`src/rtl/grid_cursor_ctrl.sv`:
```
// -----------------------------------------------------------------------------
// grid_cursor_ctrl
// Input stage for the 16-cell colour register bank. Five raw push-buttons are
// synchronised, debounced and turned into one-cycle press pulses. The pulses
// move a cursor over a square grid of cells. A select press drives the bank's
// write address and holds the write strobe for WRITE_HOLD cycles, so the bank's
// divided write enable sees exactly one rising edge during the strobe.
//
// Ports:
//   clk        system clock
//   rst        asynchronous reset, active-low
//   btn_up/btn_down/btn_left/btn_right/btn_sel
//              raw buttons, active-high, asynchronous to clk
//   addrW      registered write address {cur_y, cur_x}
//   RegWrite   write strobe to the bank
//   cur_x      cursor column
//   cur_y      cursor row
//   busy       high while the write strobe is being held
//
// Build option:
//   CURSOR_WRAP_EN  defined   -> cursor wraps modulo the grid size
//                   undefined -> cursor saturates at 0 and at the maximum
// -----------------------------------------------------------------------------
module grid_cursor_ctrl #(
    parameter int BIT_ADDR        = 4,
    parameter int DEBOUNCE_CYCLES = 250000,
    parameter int DB_W            = 18,
    parameter int WRITE_HOLD      = 64
) (
    input  logic                  clk,
    input  logic                  rst,
    input  logic                  btn_up,
    input  logic                  btn_down,
    input  logic                  btn_left,
    input  logic                  btn_right,
    input  logic                  btn_sel,
    output logic [BIT_ADDR-1:0]   addrW,
    output logic                  RegWrite,
    output logic [BIT_ADDR/2-1:0] cur_x,
    output logic [BIT_ADDR/2-1:0] cur_y,
    output logic                  busy
);

    localparam int HALF = BIT_ADDR / 2;
    localparam int NB   = 5;
    localparam int HW   = $clog2(WRITE_HOLD + 1);
    localparam logic [HALF-1:0] POS_MAX = '1;

    // Button indices inside the pulse vector.
    localparam int B_UP = 0, B_DOWN = 1, B_LEFT = 2, B_RIGHT = 3, B_SEL = 4;

    typedef enum logic {S_IDLE, S_WRITE} state_t;

    logic [NB-1:0] w_raw;
    logic [NB-1:0] w_pulse;
    logic [1:0]    r_settle;
    logic          w_settled;

    assign w_raw     = {btn_sel, btn_right, btn_left, btn_down, btn_up};
    assign w_settled = (r_settle == 2'd2);

    // Counts the two cycles the synchronisers need after reset before their
    // outputs reflect the real button levels.
    always_ff @(posedge clk or negedge rst) begin
        if (!rst)            r_settle <= 2'd0;
        else if (!w_settled) r_settle <= r_settle + 2'd1;
    end

    // Per-button synchroniser, debouncer and rising-edge detector.
    genvar gi;
    generate
        for (gi = 0; gi < NB; gi++) begin : g_btn
            logic            r_s1, r_s2, r_lvl, r_lvl_d, r_arm, r_pulse;
            logic [DB_W-1:0] r_cnt;

            always_ff @(posedge clk or negedge rst) begin
                if (!rst) begin
                    r_s1    <= 1'b0;
                    r_s2    <= 1'b0;
                    r_lvl   <= 1'b0;
                    r_lvl_d <= 1'b0;
                    r_arm   <= 1'b0;
                    r_pulse <= 1'b0;
                    r_cnt   <= '0;
                end else begin
                    r_s1    <= w_raw[gi];
                    r_s2    <= r_s1;
                    r_lvl_d <= r_lvl;
                    if (r_s2 == r_lvl) begin
                        r_cnt <= '0;
                    end else if (r_cnt == DB_W'(DEBOUNCE_CYCLES - 1)) begin
                        r_lvl <= r_s2;
                        r_cnt <= '0;
                    end else begin
                        r_cnt <= r_cnt + DB_W'(1);
                    end
                    // A button only becomes live once it has been seen released
                    // after reset, so a button held through reset never fires
                    // until it is let go and pressed again.
                    if (w_settled && !r_s2 && !r_lvl)
                        r_arm <= 1'b1;
                    r_pulse <= r_lvl & ~r_lvl_d & r_arm;
                end
            end

            assign w_pulse[gi] = r_pulse;
        end
    endgenerate

    function automatic logic [HALF-1:0] f_inc(input logic [HALF-1:0] v);
`ifdef CURSOR_WRAP_EN
        return v + HALF'(1);
`else
        return (v == POS_MAX) ? v : v + HALF'(1);
`endif
    endfunction

    function automatic logic [HALF-1:0] f_dec(input logic [HALF-1:0] v);
`ifdef CURSOR_WRAP_EN
        return v - HALF'(1);
`else
        return (v == '0) ? v : v - HALF'(1);
`endif
    endfunction

    state_t          r_state, w_state_next;
    logic [HW-1:0]   r_hold, w_hold_next;
    logic [HALF-1:0] r_cur_x, r_cur_y, w_x_next, w_y_next;
    logic [BIT_ADDR-1:0] r_addr;

    always_ff @(posedge clk or negedge rst) begin
        if (!rst) begin
            r_state <= S_IDLE;
            r_hold  <= '0;
            r_cur_x <= '0;
            r_cur_y <= '0;
            r_addr  <= '0;
        end else begin
            r_state <= w_state_next;
            r_hold  <= w_hold_next;
            r_cur_x <= w_x_next;
            r_cur_y <= w_y_next;
            r_addr  <= {w_y_next, w_x_next};
        end
    end

    // Next-state and cursor logic. In IDLE only the highest-priority pulse is
    // honoured; in WRITE every pulse is ignored and the cursor is frozen.
    always_comb begin
        w_state_next = r_state;
        w_hold_next  = r_hold;
        w_x_next     = r_cur_x;
        w_y_next     = r_cur_y;
        case (r_state)
            S_IDLE: begin
                if (w_pulse[B_SEL]) begin
                    w_state_next = S_WRITE;
                    w_hold_next  = '0;
                end else if (w_pulse[B_UP]) begin
                    w_y_next = f_dec(r_cur_y);
                end else if (w_pulse[B_DOWN]) begin
                    w_y_next = f_inc(r_cur_y);
                end else if (w_pulse[B_LEFT]) begin
                    w_x_next = f_dec(r_cur_x);
                end else if (w_pulse[B_RIGHT]) begin
                    w_x_next = f_inc(r_cur_x);
                end
            end
            S_WRITE: begin
                if (r_hold == HW'(WRITE_HOLD - 1)) begin
                    w_state_next = S_IDLE;
                    w_hold_next  = '0;
                end else begin
                    w_hold_next = r_hold + HW'(1);
                end
            end
            default: w_state_next = S_IDLE;
        endcase
    end

    // Strobe decoded straight from the state register so an asynchronous
    // reset removes it immediately.
    assign RegWrite = (r_state == S_WRITE);
    assign busy     = (r_state == S_WRITE);
    assign addrW    = r_addr;
    assign cur_x    = r_cur_x;
    assign cur_y    = r_cur_y;

endmodule

```
`config.mk`:
```
export PLATFORM = sky130hd
export DESIGN_NAME = grid_cursor_ctrl
export DESIGN_NICKNAME = d
export VERILOG_FILES = /design/src/rtl/grid_cursor_ctrl.sv
export SDC_FILE = /design/constraint.sdc
export NUM_CORES = 1
export LEC_CHECK = 0
export CAP_MARGIN = 10
export CORE_MARGIN = 2
export CORE_UTILIZATION = 55
export CTS_CLUSTER_DIAMETER = 40
export DETAILED_ROUTE_END_ITERATION = 16
export GPL_TIMING_DRIVEN = 1
export PLACE_DENSITY = 0.79
export SYNTH_ARGS = -nofsm -noshare
export SYNTH_HDL_FRONTEND = slang
export SYNTH_SLANG_ARGS = --single-unit
```
`constraint.sdc`:
```
create_clock -name clk -period 5.51 [get_ports clk]
set_clock_uncertainty 0.1 [all_clocks]
set_input_delay 1.102 -clock clk [delete_from_list [all_inputs] [get_ports clk]]
set_output_delay 1.102 -clock clk [all_outputs]
set_load 0.005 [all_outputs]
```
==> impl_metrics.tcl, run 1 <==
set metrics [dict create \
    status "finished, final reports clean" \
    pwr-share-comb_pct 2.6 \
    leakage_nw 3.02 \
    slew-limit-headroom_pct 25.3 \
    rr_worst_depth 4 \
    synth_top_area_share_pct 52.8 \
    finalWirelength_um 11600 \
    p_per_area_mw_per_mm2 303 \
    synth-simple-area-share_pct 23.9 \
    cp.required_ns 4.31 \
    dr.pass1.iters 6 \
    rows 39 \
    postCtsSetupBuffers 0 \
    fillers 862 \
    worstHoldPathCells 0 \
    critPathBufInv 1 \
    synthAdderAreaFrac_pct 2.76 \
    path_depth 1 \
    die_area_sq_mm 0.0124 \
    worstSkewPairLatency_ns 0.41 \
    route.detailed.drc 0 \
    cp-start-kind "flop" \
    cts-resized-gates 0 \
    maxCapViolCount 0 \
    cpPeakStageDelay_ns 0.56 \
    worstMarginPinSlew_ns 1.11 \
    dp_hpwl_um 7500 \
    port-buffer-count 16 \
    htree_levels 4 \
    avgRoutedWirePerCell_um 14.8 \
    cpLargestDelayFamily "buffers and inverters" \
    via_per_inst 5.67 \
    gr-total-overflow 0 \
    synth.top_cells.by_area "dfrtp_1 53%, xnor2_1 8.1%, nor2_1 6.6%" \
    ys_types 45 \
    grt_pass1_wl_um 20600 \
    muxShareOfSynthArea_pct 1.67 \
    fp.dieH_um 111 \
    tritoncts "built" \
    rsz0062_at_grt "false" \
    layout_commonest_cell "dfrtp_1" \
    p_switching_w 0.000458 \
    synth_compound_area_share_pct 5.10 \
    yosysTopAreaCell "dfrtp_1" \
    cp_cell_sequence "clkdlybuf4s50_1" \
    synth_xor_xnor_area_share_pct 11.2 \
    finalMaxSlewViolations 0 \
    synthesis.area_sq_mm 0.00635 \
    grt_max_degree 93 \
    die_w_um 111 \
    hp-class "reg2reg" \
    ys_seq_area_share_pct 52.8 \
    cts_buffers 17 \
    swShare_pct 21.0 \
    finalCriticalPeriod_ns 2.67 \
    slowest_stage "clkdlybuf4s50_1" \
    ys_ff_latch 134 \
    pwr-share-seq_pct 46.3 \
    ir_drop_mv 0.285 \
    pwr-share-clk_pct 51.2 \
    clockRootBuffer "clkbuf_16" \
    finalSetupTns_ns 0 \
    multi_input_comb_area_sq_mm 0.00283 \
    setup_viol 0 \
    clkTransAtPathRegs_ns 0.06 \
    n_antenna_cell 0 \
    end_kind "output pin" \
    final_cell_mix "134 x dfrtp_1, 112 x nor2_1, 59 x xnor2_1" \
    io_pins 17 \
    critPathMaxFanout 10 \
    fmax_mhz 374 \
    fin_nets 652 \
    clock-sinks 134 \
    grtUsageTotal_pct 20.3 \
    synth_nets 629 \
    clock_path_buffers 2 \
    hold_violations 0 \
    drt_iter0_markers 386 \
    regArea_sq_mm 0.00335 \
    grt_pass1_vias 4565 \
    core_area_sq_mm 0.0114 \
    yosys_warnings 0 \
    critical_path_class "reg2out" \
    initial_core_util_pct 55.9 \
    antenna_found_initial 0 \
    synth_area_per_cell_sq_um 10.5 \
    ant_nets 0 \
    fin_hold_ws_ns 0.246 \
    internal-power_w 0.00173 \
    drive_gt1_share_pct 7.45 \
    synth_top_family_by_area "simple AND/OR/NAND/NOR gates" \
    fin_crit_sh_pct 48.5 \
    synth_cells 608 \
    arrival_ns 1.47 \
    gp_congestion 0.850 \
    hold_buffers 0 \
    synthToLayoutAreaGrowth_pct 13.5 \
    vias 4461 \
]
==> layer usage <==
layer  GRT usage, %  vias to the layer above  part of all wire, %
met3           5.82                       11                  3.1
met2           33.2                       71                   50
met4           7.00                        0                  1.2
li1               -                     2162                    -
met1           26.1                     2217                   45
met5              0                        -                    0
==> final timing paths <==
check / slack (ns) / startpoint / endpoint
worst max-delay path: 2.84 / RegWrite / busy
min in group asynchronous: 0.66 / rst / g_btn[0].r_cnt[10]
worst min-delay path: 0.25 / g_btn[0].r_s1 / g_btn[0].r_s2
max in group asynchronous: 3.61 / rst / g_btn[2].r_cnt[4]
worst min register to register: 0.25 / g_btn[0].r_s1 / g_btn[0].r_s2
worst max register to register: 3.20 / g_btn[2].r_cnt[13] / g_btn[2].r_cnt[5]
==> synthesized netlist by cell type <==
master	count
a211o_1	1
a211oi_1	1
a21o_1	5
a21oi_1	11
a22o_1	3
a31oi_1	1
and3_1	5
and3b_1	5
and4_1	6
buf_2	4
buf_4	5
buf_6	1
clkbuf_1	2
clkbuf_2	1
dfrtp_1	134
ha_1	14
inv_1	23
mux2_2	5
mux2i_1	5
nand2_1	32
nand2b_1	3
nand3_1	33
nand3b_1	1
nand4_1	26
nand4_2	3
nand4_4	1
nor2_1	112
nor2b_1	2
nor3_1	16
nor3b_1	2
nor4_1	30
nor4b_1	2
nor4b_4	1
nor4bb_1	1
o21ai_0	6
o21ai_1	2
o221ai_1	1
o22ai_1	1
o31ai_1	6
o41ai_4	3
or2_2	2
or3_4	3
or4_1	6
xnor2_1	59
xor2_1	22
==> state kept, by name (all words and copies together) (netlist names) <==
register       cells
r_settle           2
g_btn.r_s1         5
r_hold             7
g_btn.r_s2         5
g_btn.r_lvl_d      5
RegWrite           1
addrW              4
g_btn.r_cnt       90
g_btn.r_lvl        5
g_btn.r_arm        5
g_btn.r_pulse      5
==> through the flow <==
stage / power, W / worst slack (ns) / area, sq um / cells / util (%)
floorplan: 0.00105 / 3.65 / 6350 / 608 / -
global placement: 0.00108 / 3.14 / 6620 / 755 / 58.2
detailed placement: 0.00108 / 3.09 / 6620 / 755 / 58.2
CTS: 0.00221 / 2.82 / 7210 / 787 / 63.4
global route: 0.00227 / 2.76 / 7210 / 787 / 63.4
finish: 0.00218 / 2.84 / 7210 / 787 / 63.4
==> power by group through the flow <==
stage | Clock, W | Combinational (W) | Sequential [W]
floorplan | 0 | 0.0000288 | 0.00102
global placement | 0 | 0.0000541 | 0.00103
detailed placement | 0 | 0.0000565 | 0.00103
CTS | 0.00114 | 0.0000580 | 0.00101
global route | 0.00119 | 0.0000651 | 0.00101
finish | 0.00112 | 0.0000559 | 0.00101
==> kinds of logic (layout without fill, tap and decap cells) <==
family / Yosys count / in the layout
buffers and inverters: 36 / 72
adder cells (fa/ha/maj): 14 / 14
AND/OR/NAND/NOR: 292 / 292
XOR/XNOR: 81 / 81
flip-flops: 134 / 134
multiplexers: 10 / 10
AO/OA/AOI/OAI: 41 / 41
==> final cells by class <==
class	instances	area share, %
tap	143	2.48
clock inverter	11	2.08
timing repair buffer	17	2.34
multi-input combinational	438	39.3
inverter	23	1.20
clock buffer	21	6.11
sequential	134	46.5
(Power assumes the default switching activity.)
==> run 2: changes to the inputs <==
==> constraint.sdc (replaced) <==
create_clock -name clk -period 2.49 [get_ports clk]
set_clock_uncertainty 0.1 [all_clocks]
set_input_delay 0.498 -clock clk [delete_from_list [all_inputs] [get_ports clk]]
set_output_delay 0.498 -clock clk [all_outputs]
set_load 0.005 [all_outputs]
==> impl_metrics.tcl, run 2 (synthesis results as in run 1) <==
set metrics [dict create \
    worstSkewPairLatency_ns 0.42 \
    p_per_area_mw_per_mm2 661 \
    port-buffer-count 16 \
    grtUsageTotal_pct 20.5 \
    path_depth 1 \
    via_per_inst 5.64 \
    io_pins 17 \
    ir_drop_mv 0.726 \
    tritoncts "built" \
    swShare_pct 21.8 \
    finalMaxSlewViolations 0 \
    worstMarginPinSlew_ns 0.570 \
    status "finished, final reports clean" \
    cp_cell_sequence "clkdlybuf4s50_1" \
    p_switching_w 0.00105 \
    pwr-share-comb_pct 2.8 \
    clock-sinks 134 \
    critical_path_class "reg2out" \
    fmax_mhz 474 \
    cpPeakStageDelay_ns 0.57 \
    core_area_sq_mm 0.0114 \
    final_cell_mix "134 x dfrtp_1, 112 x nor2_1, 59 x xnor2_1" \
    maxCapViolCount 0 \
    internal-power_w 0.00377 \
    gr-total-overflow 0 \
    dr.pass1.iters 4 \
    synthToLayoutAreaGrowth_pct 14.8 \
    cp-start-kind "flop" \
    cpLargestDelayFamily "buffers and inverters" \
    slew-limit-headroom_pct 61.7 \
    gp_congestion 0.855 \
    vias 4490 \
    n_antenna_cell 0 \
    layout_commonest_cell "dfrtp_1" \
    rr_worst_depth 5 \
    finalSetupTns_ns 0 \
    finalCriticalPeriod_ns 2.11 \
    setup_viol 0 \
    largest_registers "g_btn.r_cnt (90), r_hold (7)" \
    arrival_ns 1.51 \
    drive_gt1_share_pct 9.19 \
    ant_nets 0 \
    rows 39 \
    die_w_um 111 \
    htree_levels 4 \
    finalWirelength_um 11700 \
    slowest_stage "clkdlybuf4s50_1" \
    die_area_sq_mm 0.0124 \
    clkTransAtPathRegs_ns 0.06 \
    hold_buffers 1 \
    grt_max_degree 48 \
    pwr-share-seq_pct 46.4 \
    fin_hold_ws_ns 0.247 \
    leakage_nw 3.07 \
    largest_reg_flops 90 \
    grt_pass1_wl_um 20600 \
    hold_violations 0 \
    fin_nets 662 \
    initial_core_util_pct 55.9 \
    clockRootBuffer "clkbuf_16" \
    drt_iter0_markers 324 \
    dp_hpwl_um 7670 \
    clock_path_buffers 2 \
    postCtsSetupBuffers 0 \
    fin_crit_sh_pct 84.7 \
    critPathMaxFanout 10 \
    largest-register "g_btn.r_cnt" \
    pwr-share-clk_pct 50.8 \
    route.detailed.drc 0 \
    antenna_found_initial 0 \
    hp-class "reg2reg" \
    cts-resized-gates 0 \
    end_kind "output pin" \
    rsz0062_at_grt "false" \
    fp.dieH_um 111 \
    avgRoutedWirePerCell_um 14.7 \
    cts_buffers 17 \
    cp.required_ns 1.89 \
    worstHoldPathCells 0 \
    grt_pass1_vias 4508 \
    critPathBufInv 1 \
]
## run 2: changes by cell type in the layout (fill, tap and decap cells not counted), sizes merged
cell,before,now
dlygate4sd3,0,1
clkinv,5,6
clkbuf,21,19
clkinvlp,2,3
buf,2,11
bufinv,3,2
## run 2: area by class of cell
class                   count  area [sq um]
fillers                   857          4080
flip-flops and latches    134          3350
multi-input cells         438          2830
clock buffers              19           453
repair buffers             27           259
well taps                 143           179
clock inverters            12           129
inverters                  23          86.3
## run 2: routing by layer
metal  vias to the layer above  global-route usage, %  part of all wire (%)
met5                         -                      0                     0
met4                         0                   6.50                   1.3
met3                        15                   6.10                   3.6
met2                        99                   33.7                    50
met1                      2193                   26.6                    45
li1                       2183                      -                     -
## run 2: power by group through the flow
stage / clock network [W] / registers (W) / logic [W]
global route: 0.00259 / 0.00224 / 0.000158
detailed placement: 0 / 0.00227 / 0.000138
global placement: 0 / 0.00227 / 0.000132
floorplan: 0 / 0.00227 / 0.0000637
finish: 0.00245 / 0.00223 / 0.000136
CTS: 0.00249 / 0.00223 / 0.000142
## run 2: worst paths after layout
kind	startpoint	end	slack, ns
max in group asynchronous	rst	g_btn[2].r_cnt[1]	1.13
setup reg to reg	g_btn[3].r_cnt[0]	g_btn[3].r_cnt[17]	0.52
hold reg to reg	g_btn[0].r_s1	g_btn[0].r_s2	0.25
min in group asynchronous	rst	g_btn[0].r_cnt[9]	0.47
hold / removal	g_btn[0].r_s1	g_btn[0].r_s2	0.25
setup / recovery	RegWrite	busy	0.38
## run 2: stage by stage
stage / power [W] / instance area (sq um) / setup WS [ns] / utilization, % / instances
final: 0.00482 / 7290 / 0.382 / 64.1 / 796
after global routing: 0.00499 / 7290 / 0.310 / 64.1 / 796
after CTS: 0.00487 / 7290 / 0.360 / 64.1 / 796
after detailed placement: 0.00241 / 6700 / 0.567 / 58.9 / 764
after global placement: 0.00240 / 6700 / 0.663 / 58.9 / 764
after floorplan: 0.00233 / 6350 / 0.630 / - / 608
